File: config.mk
export PLATFORM = sky130hd
export DESIGN_NAME = scan_ramp_gen
export DESIGN_NICKNAME = d
export VERILOG_FILES = /design/src/rtl/scan_ramp_gen_pkg.sv /design/src/rtl/scan_ramp_gen_satprotect.sv /design/src/rtl/scan_ramp_gen.sv
export SDC_FILE = /design/constraint.sdc
export NUM_CORES = 1
export LEC_CHECK = 0
export ABC_AREA = 1
export CAP_MARGIN = 5
export CELL_PAD_IN_SITES_DETAIL_PLACEMENT = 0
export CELL_PAD_IN_SITES_GLOBAL_PLACEMENT = 1
export CORE_MARGIN = 2
export CORE_UTILIZATION = 38
export CTS_BUF_LIST = sky130_fd_sc_hd__clkbuf_8
export DETAILED_ROUTE_END_ITERATION = 12
export PLACE_DENSITY = 0.85
export SLEW_MARGIN = 20
export SYNTH_ARGS = -nofsm -noshare
export SYNTH_HDL_FRONTEND = slang
export SYNTH_SLANG_ARGS = --single-unit
File: constraint.sdc
create_clock -name clk -period 2.8 [get_ports clk]
set_input_delay 0.28 -clock clk [delete_from_list [all_inputs] [get_ports clk]]
set_output_delay 0.28 -clock clk [all_outputs]
set_load 0.02 [all_outputs]
File: src/rtl/scan_ramp_gen_pkg.sv
// Shared constants and state type for the triangle sweep generator.
package scan_pkg;
    localparam int DAC_MAX = 8191;
    localparam int DAC_MIN = -8192;

    typedef enum logic [1:0] {
        IDLE = 2'd0,
        UP   = 2'd1,
        DOWN = 2'd2,
        HOLD = 2'd3
    } state_t;
endpackage

File: src/rtl/scan_ramp_gen_satprotect.sv
// Signed clamp from an Ri-bit value to the symmetric SAT-bit range, emitted on Ro bits.
module satprotect #(
    parameter int Ri  = 16,
    parameter int Ro  = 14,
    parameter int SAT = 14
) (
    input  logic signed [Ri-1:0] din,
    output logic signed [Ro-1:0] dout
);
    localparam int HI = (2 ** (SAT - 1)) - 1;
    localparam int LO = -(2 ** (SAT - 1));

    function automatic logic signed [Ro-1:0] sat(input logic signed [Ri-1:0] x);
        if (int'(x) > HI) return Ro'(HI);
        if (int'(x) < LO) return Ro'(LO);
        return $signed(x[Ro-1:0]);
    endfunction

    assign dout = sat(din);
endmodule

File: src/rtl/scan_ramp_gen.sv
// Triangle sweep about a programmable offset with prescaled tick, hold and per-period strobe.
module scan_ramp_gen
    import scan_pkg::*;
#(
    parameter int DW      = 14,
    parameter int PRESC_W = 32
) (
    input  logic                      clk,
    input  logic                      rstn,
    input  logic                      enable,
    input  logic                      hold,
    input  logic        [DW-1:0]      step,
    input  logic        [DW-1:0]      amp,
    input  logic signed [DW-1:0]      offset,
    input  logic        [PRESC_W-1:0] presc,
    output logic signed [DW-1:0]      out,
    output logic                      dir,
    output logic                      cycle_done
);
    // Two guard bits keep acc +/- step and acc + offset free of wrap.
    localparam int AW = DW + 2;

    state_t               state;
    logic signed [AW-1:0] acc;
    logic [PRESC_W-1:0]   cnt;
    logic signed [AW-1:0] amp_c, step_x, offs_x, sum_up, sum_dn, sat_in;
    logic signed [DW-1:0] sat_q;
    logic                 tick;

    always_comb begin
        amp_c = $signed({2'b00, amp});
        if (amp_c > AW'(DAC_MAX)) amp_c = AW'(DAC_MAX);
        step_x = $signed({2'b00, step});
        offs_x = AW'(offset);
        sum_up = acc + step_x;
        sum_dn = acc - step_x;
        // acc is (or is about to be) zero whenever the sweep is idle.
        sat_in = (!enable || state == IDLE) ? offs_x : (acc + offs_x);
    end

    // >= so a presc lowered below the running count still ticks at once.
    assign tick = (cnt >= presc);

    satprotect #(.Ri(AW), .Ro(DW), .SAT(DW)) u_sat (
        .din  (sat_in),
        .dout (sat_q)
    );

    always_ff @(posedge clk or negedge rstn) begin
        if (!rstn) begin
            state      <= IDLE;
            acc        <= '0;
            cnt        <= '0;
            dir        <= 1'b1;
            out        <= '0;
            cycle_done <= 1'b0;
        end else begin
            cycle_done <= 1'b0;
            if (state != HOLD || !enable) out <= sat_q;
            if (!enable) begin
                state <= IDLE;
                acc   <= '0;
                cnt   <= '0;
                dir   <= 1'b1;
            end else begin
                case (state)
                    IDLE: begin
                        state <= UP;
                        acc   <= '0;
                        cnt   <= '0;
                        dir   <= 1'b1;
                    end
                    HOLD: begin
                        if (!hold) state <= dir ? UP : DOWN;
                    end
                    default: begin
                        if (hold) begin
                            state <= HOLD;
                        end else if (!tick) begin
                            cnt <= cnt + PRESC_W'(1);
                        end else begin
                            cnt <= '0;
                            if (state == UP) begin
                                if (sum_up >= amp_c) begin
                                    acc   <= amp_c;
                                    state <= DOWN;
                                    dir   <= 1'b0;
                                end else begin
                                    acc <= sum_up;
                                end
                            end else begin
                                if (sum_dn <= -amp_c) begin
                                    acc        <= -amp_c;
                                    state      <= UP;
                                    dir        <= 1'b1;
                                    cycle_done <= 1'b1;
                                end else begin
                                    acc <= sum_dn;
                                end
                            end
                        end
                    end
                endcase
            end
        end
    end
endmodule

# [After elaboration in Yosys (flattened, before gate mapping)]
# Cells that the tools add are included.
[totals] in_bits=78 reg_bits=66 out_inout_bits=16
[op_classes] magnitude_cmp=6 add_sub_neg=5 n_reduce_logical=9 muxes=42 n_eq_ne=12
[op_table] cell="$mux 16" count=7
[op_table] cell="$mux 32" count=3
[op_table] cell="$mux 14" count=5
[op_table] cell="$pmux 32 s2" count=1
[op_table] cell="$add 32x1->32 const B" count=1
[op_table] cell="$ge 32x32->1" count=1
[op_table] cell="$pmux 16 s2" count=1
[op_table] cell="$add 16x14->16" count=1
[op_table] cell="$add 16x15->16" count=1
[op_table] cell="$ge 16x15->1" count=1
[op_table] cell="$gt 16x14->1 const B" count=1
[op_table] cell="$le 16x16->1" count=1
[op_table] cell="$lt 16x14->1 const B" count=1
[op_table] cell="$mux 2" count=8
[op_table] cell="$neg 14->16" count=1
[op_table] cell="$sub 16x15->16" count=1
[op_table] cell="$mux 1" count=15
[op_table] cell="$gt 14x13->1 const B" count=1
[op_table] cell="$ne 6x1->1 const B" count=1
[op_table] cell="$ne 6x4->1 const B" count=1
[op_table] cell="$ne 5x1->1 const B" count=1
[op_table] cell="$reduce_and 5->1" count=1
[op_table] cell="$ne 2x2->1 const B" count=2
[op_table] cell="$ne 4x1->1 const B" count=1
[op_table] cell="other kinds (15)" count=16

# [Logic depth before layout (Yosys ltp)]
# Gate-level depths: netlist of the first run.
[depth] depth_word=10 ltp_mapped=28 ltp_nobuf=27

# [Modules after synthesis]
# From an unflattened synthesis of the first run, not the netlist that was laid out.
[hier_totals] cells_unflattened=1297 area_unflattened_um2=8390.5
[by_module_without_submodules] module="scan_ramp_gen" seq_area_each_um2=1652.8 cells_per_inst=1265 instances=1 area_each_um2=8216.6
[by_module_without_submodules] module="satprotect" seq_area_each_um2=0.0 cells_per_inst=32 instances=1 area_each_um2=173.9

# [Least setup slack after synthesis of the first run]
# OpenSTA, ideal clock, no wires.
[synth_timing] kind="register to register" from="reg acc[2]" to="reg acc[4]" arrival_time_ps=3008 required_time_ps=2683 synth_period_minus_slack_ps=3125 stages_incl_launch_ff=24 slack_ps=-325 path_cell_list="dfrtp_1 -> ha_1 -> buf_4 -> a21oi_1 -> nand2_1 -> nand3_1 -> nand2_1 -> a21oi_1 -> xor2_1 -> inv_1 -> ha_1 -> a21oi_1 -> o21ai_0 -> a21oi_1 -> nand2_1 -> nand2_1 -> nand3_2 -> buf_2 -> o21ai_0 -> nand2_1 -> nand2_1 -> inv_1 -> nand2_1 -> nand2_1"
[synth_between] elab_chain_cells=8 word_cells_on_any_way=11
[synth_rtl] element="start, declared" line_no="scan_ramp_gen.sv:24" text="logic signed [AW-1:0] acc;"
[synth_rtl] element="start signal, assigned" line_no="scan_ramp_gen.sv:85" text="acc <= amp_c;"
[synth_rtl] element="start signal, assigned" line_no="scan_ramp_gen.sv:89" text="acc <= sum_up;"
[synth_rtl] element="start signal, assigned" line_no="scan_ramp_gen.sv:93" text="acc <= -amp_c;"
[synth_rtl] element="$sub 16x15->16 / $add 16x15->16 (equally long branches)" line_no="scan_ramp_gen.sv:36, scan_ramp_gen.sv:35"
[synth_rtl] element="$le 16x16->1 / $ge 16x15->1 (equally long branches)" line_no="scan_ramp_gen.sv:92, scan_ramp_gen.sv:84"
[synth_rtl] element="$mux 16 (on tied branches)" line_no="scan_ramp_gen.sv:92, scan_ramp_gen.sv:84"
[synth_rtl] element="$mux 16 *" line_no="scan_ramp_gen.sv:83" text="if (state == UP) begin"
[synth_rtl] element="$mux 16 *" line_no="scan_ramp_gen.sv:79" text="end else if (!tick) begin"
[synth_rtl] element="$mux 16 *" line_no="scan_ramp_gen.sv:77" text="if (hold) begin"
[synth_rtl] element="$pmux 16 s2 *" line_no="scan_ramp_gen.sv:66" text="case (state)"
[synth_rtl] element="$mux 16 *" line_no="scan_ramp_gen.sv:60" text="if (!enable) begin"
# Mark *: on every way between the ends. The rest lies on a longest branch, timed or not. The select of a mux whose other input is x is not followed.
# A chain may end at the register's enable or synchronous reset.

# [Worst setup path after layout of the first run]
[layout_timing] from="in step[0]" to="reg state[1]"
[layout_between] elab_chain_cells=4 word_cells_on_any_way=7
[layout_rtl] element="start, declared" line_no="scan_ramp_gen.sv:12" text="input logic [DW-1:0] step,"
[layout_rtl] element="$add 16x15->16 / $sub 16x15->16 (equally long branches)" line_no="scan_ramp_gen.sv:35, scan_ramp_gen.sv:36"
[layout_rtl] element="$ge 16x15->1 / $le 16x16->1 (equally long branches)" line_no="scan_ramp_gen.sv:84, scan_ramp_gen.sv:92"
[layout_rtl] element="$ne 6x4->1 (no line) / $ne 6x1->1 (equally long branches)"
[layout_rtl] element="$reduce_and 4->1 (no line) *"
[layout_rtl] element="end signal, assigned" line_no="scan_ramp_gen.sv:74" text="if (!hold) state <= dir ? UP : DOWN;"
[layout_rtl] element="end, declared" line_no="scan_ramp_gen.sv:23" text="state_t state;"
# Mark *: on every way between the ends. The rest lies on a longest branch, timed or not.

==> results of run 1 <==
power by group:
group          switching, mW  internal (mW)
registers             0.0822           1.09
clock network          0.428          0.435
logic                   1.35          0.994
per-layer routing:
layer	GRT usage [%]	up-vias	part of all wire, %
met4	8.55	0	3.1
met1	29.7	4162	44
met3	2.98	48	3.9
met5	0	-	0
li1	-	4637	-
met2	41.2	192	49
worst paths after layout:
check,start,cells past startpoint,end
max,step[0],23,state[1]
min,dir,2,dir
max reg2reg,acc[0],23,state[1]
min reg2reg,dir,2,dir
max in group asynchronous,rstn,3,dir
min in group asynchronous,rstn,2,out[4]
state kept, by name (all words and copies together), names as in the netlist:
signal      flops
dir             1
cnt            32
cycle_done      1
state           2
acc            16
out            14
worst max-delay path: cells and delay by family:
kind,cells,cell delay [ps]
AND/OR/NAND/NOR,14,1310
buffers and inverters,4,950
adder cells (fa/ha/maj),3,870
XOR/XNOR,1,200
AO/OA/AOI/OAI,1,120
cell usage in the layout (no fill, tap or decap), types with 5 or more instances in the layout:
cell type	instances
a21oi_1	57
a21oi_2	23
buf_12	6
buf_4	192
buf_6	18
clkbuf_8	10
clkdlybuf4s50_1	91
dfrtp_1	64
ha_1	97
ha_4	13
inv_1	154
inv_2	21
nand2_1	317
nand2_2	38
nand2_4	5
nand3_1	58
nand3_2	17
nand4_1	17
nor2_1	126
nor2_2	12
nor2_4	7
nor3_1	17
nor4_1	6
o211ai_2	11
o21ai_0	28
o21ai_1	16
o21bai_1	7
xnor2_1	12
xor2_1	38
per-stage QoR:
stage | setup WS, ps | instances
after floorplan | -236 | 1253
after detailed placement | -1140 | 1776
final | -690 | 1831
after global placement | -1110 | 1776
after CTS | -631 | 1825
after global routing | -881 | 1831
logic make-up (layout without fill, tap and decap cells):
| kind of cell | Yosys count | in the layout | share of synthesized area (%) |
|---|---|---|---|
| AND/OR/NAND/NOR | 646 | 647 | 34.4 |
| buffers and inverters | 205 | 507 | 9.95 |
| AO/OA/AOI/OAI | 165 | 165 | 11.9 |
| adder cells (fa/ha/maj) | 114 | 114 | 17.6 |
| flip-flops | 66 | 66 | 20.1 |
| XOR/XNOR | 55 | 55 | 5.85 |
| other | 1 | 1 | 0.0456 |
| multiplexers | 1 | 1 | 0.137 |
final cells by class:
class,instances,area (um2),share of cell area (%)
repair buffers,312,2750,22.9
well taps,275,344,2.86
multi-input cells,983,6390,53.1
flip-flops and latches,66,1650,13.8
inverters,179,679,5.65
clock inverters,6,66.3,0.551
clock buffers,10,138,1.14
cells in the mapped netlist (all sizes together), types with 4 or more instances:
master,instances
clkbuf,7
nor2,145
dfrtp,65
nor3,23
xnor2,12
a21oi,81
o211ai,15
o21ai,48
nand3,78
buf,19
xor2,43
nand4,19
o21bai,7
inv,176
ha,111
nor4,10
a21o,4
nand2,359
nand3b,5
timing repair:
action,in CTS,in global routing
endpoints found under the setup margin,20,33
buffers inserted,30,6
resized for setup,68,94
hold buffers,1,0
pin swaps,19,32
cloned,2,2
hold endpoints to repair,23,0
==> flow_summary.toml, run 1 <==
[final_layout]
drive_above_1_share_pct = 27.2
nNetsFinal = 1743
postLayoutCellArea_um2 = 12000
final_util_pct = 56.8
syn_to_final_growth_pct = 46.2
n_antenna_cell = 0
fillers = 2007

[pwr]
power_density_nw_per_um2 = 363
power_leakage_nw = 6.23
peakVddDrop_mv = 0.266
finalPower_mw = 4.37

[cts]
htree_levels = 3
cts_tree = "done"
clkSinkCount = 66
clockBufferDepth = 2
ctsRootBufferMaster = "clkbuf_8"
cts_made_buffers = 9
clk_pin_slew_worst_paths_ps = 70
clock_latency_ps = 370

[sta]
final.setup.tns_ps = -11830
hold_violations = 0
clock-skew-final_ps = 13.2
period_needed_ps = 3490
finalSetupViolations = 20
slew_headroom_pct = 50.9
finalCritPeriodShare_pct = 125
tightest_slew_ps = 737
hold_ws_ps = 489
clock.fmax_mhz = 287
final.setup.worst_slack_ps = -690
slew_viol_final = 0
rsz0062_at_grt = "yes"

[worst_setup_path]
end_kind = "flip-flop"
critical-path-max-stage-delay_ps = 610
crit_required_ps = 3050
path_common_cell = "nand2_1"
cp_cell_sequence = "clkdlybuf4s50_1 > ha_4 > inv_2 > fa_2 > buf_6 > nand3_2 > nand3_2 > nand2_2 > o211ai_1 > xor2_2 > ha_1 > nand4_1 > nor3_2 > nand2_1 > nand2_1 > nand2_2 > nand3_4 > buf_12 > nor3_2 > nor2_2 > nand3_2 > nand2_1 > nand2_1"
worstPathArrival_ps = 3740
critical-path-slowest-cell = "clkdlybuf4s50_1"
ff2ff_setup_slack_ps = -670
setup.worst_path.start_class = "primary input"
worst-path-max-fanout = 12
critPathKind = "primary input to flip-flop"

[logic_synthesis]
synth_top_area_share_pct = 19.8
synth_seq_cells = 66
syn-cell-area_um2 = 8230
yosysTopAreaCell = "dfrtp_1"
avgSynthCellArea_um2 = 6.57
synthCells = 1253
synthArstFlopShare_pct = 100
ys.flop_type = "dfrtp_1"
ys_warn_count = 0
synth_nets = 1445
synth_area_leaders = "dfrtp_1, ha_1, nand2_1, inv_1, nor2_1"
yosysUniqueCellTypes = 57
synth_edf_count = 0
yosysSeqAreaShare_pct = 20.1

[floorplan]
io-pin-count = 94
die_h_um = 151
start_util_pct = 38.9
die_w_um = 151
dieArea_um2 = 22800
core_um2 = 21200
std_cell_rows = 53

[global_routing]
antenna_found_initial = 0
grt_pass1_wl_mm = 42.4
overflow = 0
grt_max_degree = 44
grt_pass1_vias = 8911
grtUsageTotal_pct = 23.6

[detailed_routing]
drt_iter0_markers = 385
routed_wl_mm = 26.4
drt-pass1-iter-count = 5
wl_per_cell_um = 14.4
via_per_inst = 4.94
final_antenna_net_count = 0
drc = 0
vias = 9039

[placed_design]
routabilityCongestion = 0.926
hpwl_mm = 20.6
placed_area_um2 = 10800
io_buffers = 93

[run]
maxCapViolCount = 0

[hold_path]
hp-class = "flip-flop to flip-flop"

[outcome]
outcome = "finished, violations left"
violations = "negative setup slack"
No activity file was read; power rests on OpenSTA's default activity.
==> inputs of run 2 (changes only) <==
--- a/config.mk
+++ b/config.mk
@@ -9,11 +9,12 @@
 export CAP_MARGIN = 5
 export CELL_PAD_IN_SITES_DETAIL_PLACEMENT = 0
 export CELL_PAD_IN_SITES_GLOBAL_PLACEMENT = 1
+export CORE_ASPECT_RATIO = 1.25
 export CORE_MARGIN = 2
 export CORE_UTILIZATION = 38
 export CTS_BUF_LIST = sky130_fd_sc_hd__clkbuf_8
 export DETAILED_ROUTE_END_ITERATION = 12
-export PLACE_DENSITY = 0.85
+export PLACE_DENSITY = 0.82
 export SLEW_MARGIN = 20
 export SYNTH_ARGS = -nofsm -noshare
 export SYNTH_HDL_FRONTEND = slang
==> run 2 against run 1 <==
The flow still finishes with violations (negative setup slack); first-iteration DRC count up 31%; flip-flop and latch count unchanged; clock power up 19%; global-route usage up 0.18 points; sequential power about the same; clock skew up 4.5 ps; die area about the same; sequential share of layout area down 0.34 points.
==> flow_summary.toml, run 2 (synthesis gave the netlist of run 1 again) <==
[placed_design]
dp_slack_ps = -1080
routabilityCongestion = 0.908
hpwl_mm = 21.1
io_buffers = 93
placed_area_um2 = 11000

[sta]
clock.fmax_mhz = 290
hold_violations = 0
hold_ws_ps = 448
finalCritPeriodShare_pct = 123
final.setup.worst_slack_ps = -654
slew_viol_final = 0
slew_headroom_pct = 62.6
finalSetupViolations = 20
period_needed_ps = 3450
tightest_slew_ps = 558
clock-skew-final_ps = 17.7
rsz0062_at_grt = "yes"
final.setup.tns_ps = -11680

[detailed_routing]
drt_iter0_markers = 504
vias = 9121
final_antenna_net_count = 0
wl_per_cell_um = 14.6
drt-pass1-iter-count = 5
routed_wl_mm = 26.9
drc = 0
via_per_inst = 4.94

[pwr]
peakVddDrop_mv = 0.358
power_leakage_nw = 6.33
power_density_nw_per_um2 = 373

[floorplan]
core_um2 = 21400
start_util_pct = 38.5
die_h_um = 169
die_w_um = 136
dieArea_um2 = 22900
io-pin-count = 94
std_cell_rows = 60

[cts]
clkSinkCount = 66
cts_tree = "done"
clock_latency_ps = 380
clockBufferDepth = 2
clk_pin_slew_worst_paths_ps = 90
htree_levels = 3
cts_made_buffers = 9
ctsRootBufferMaster = "clkbuf_8"

[final_layout]
regMostFlops = "cnt"
drive_above_1_share_pct = 28.2
n_antenna_cell = 0
nNetsFinal = 1753
top_regs = "cnt x32, acc x16, out x14"
layout_common_cells = "nand2_1, buf_4, inv_1"
postLayoutCellArea_um2 = 12400
largest_reg_flops = 32
final_common_cell = "nand2_1"
syn_to_final_growth_pct = 50.2

[worst_setup_path]
worstPathArrival_ps = 3730
r2r_cells = 23
ff2ff_setup_slack_ps = -650
setup.worst_path.start_class = "primary input"
worst-path-max-fanout = 5
crit_required_ps = 3080
critPathKind = "primary input to flip-flop"
end_kind = "flip-flop"

[global_routing]
grt_max_degree = 67
grt_pass1_vias = 9205
overflow = 0
grt_pass1_wl_mm = 43.3
antenna_found_initial = 0
grtUsageTotal_pct = 23.7

[outcome]
outcome = "finished, violations left"
violations = "negative setup slack"

[run]
maxCapViolCount = 0

[hold_path]
hp-class = "primary input to async pin"
run 2: final cells by class:
class                           instances  area [um2]
Fill cell                            2038        9040
Multi-Input combinational cell        983        6560
Timing Repair Buffer                  321        2850
Sequential cell                        66        1660
Inverter                              179         682
Tap cell                              279         349
Clock buffer                            9         124
Clock inverter                          7         119
Timing Repair inverter                  1        8.76
run 2: worst paths after layout:
path | from | to
max | step[0] | acc[6]
min | rstn | acc[9]
max reg2reg | acc[0] | acc[6]
min reg2reg | dir | dir
max in group asynchronous | rstn | dir
min in group clk | dir | dir
run 2: stage by stage:
stage          power, mW  util [%]  cells
2_1_floorplan       2.42         -   1253
3_3_place_gp        3.35      51.5   1803
3_5_place_dp        3.37      51.5   1803
4_1_cts             4.53      56.5   1839
5_1_grt             4.90      57.8   1845
6_report            4.61      57.8   1845
run 2: critical path, cell delays in order:
cell and delay (ps):
clkdlybuf4s50_1 570, ha_4 180, inv_2 40, fa_2 350
inv_2 80, nand3_2 100, nand3_4 100, a21oi_4 70
o21ai_2 190, xor2_2 280, ha_4 260, nand2_4 70
nor2_4 40, a211oi_2 200, nand2_1 90, nand2_1 90
nand3_2 100, nand2_4 120, buf_4 140, clkbuf_16 140
o211ai_2 80, nand2_2 100, nand2_1 50
run 2: timing repair:
action	in CTS	in global routing
endpoints found under the hold margin	65	0
pin swaps	29	33
hold buffers	1	0
buffers inserted	18	4
cloned	3	3
resized for setup	131	45
setup endpoints to repair	20	33
run 2: report_power, final:
part / internal [mW] / leakage [nW] / switching, mW / total (mW)
logic: 1.05 / 5.33 / 1.35 / 2.40
registers: 1.09 / 0.883 / 0.0884 / 1.17
clock network: 0.591 / 0.121 / 0.438 / 1.03
total: 2.73 / 6.33 / 1.88 / 4.61
run 2: per-layer routing:
layer / global-route usage (%) / share of wire [%] / wire [um] / vias up
met5: 0 / 0 / 0 / -
met2: 44.0 / 52 / 13900 / 194
met1: 26.9 / 41 / 11000 / 4195
met3: 2.64 / 2.9 / 773 / 67
met4: 11.1 / 4.5 / 1220 / 0
li1: - / - / - / 4665
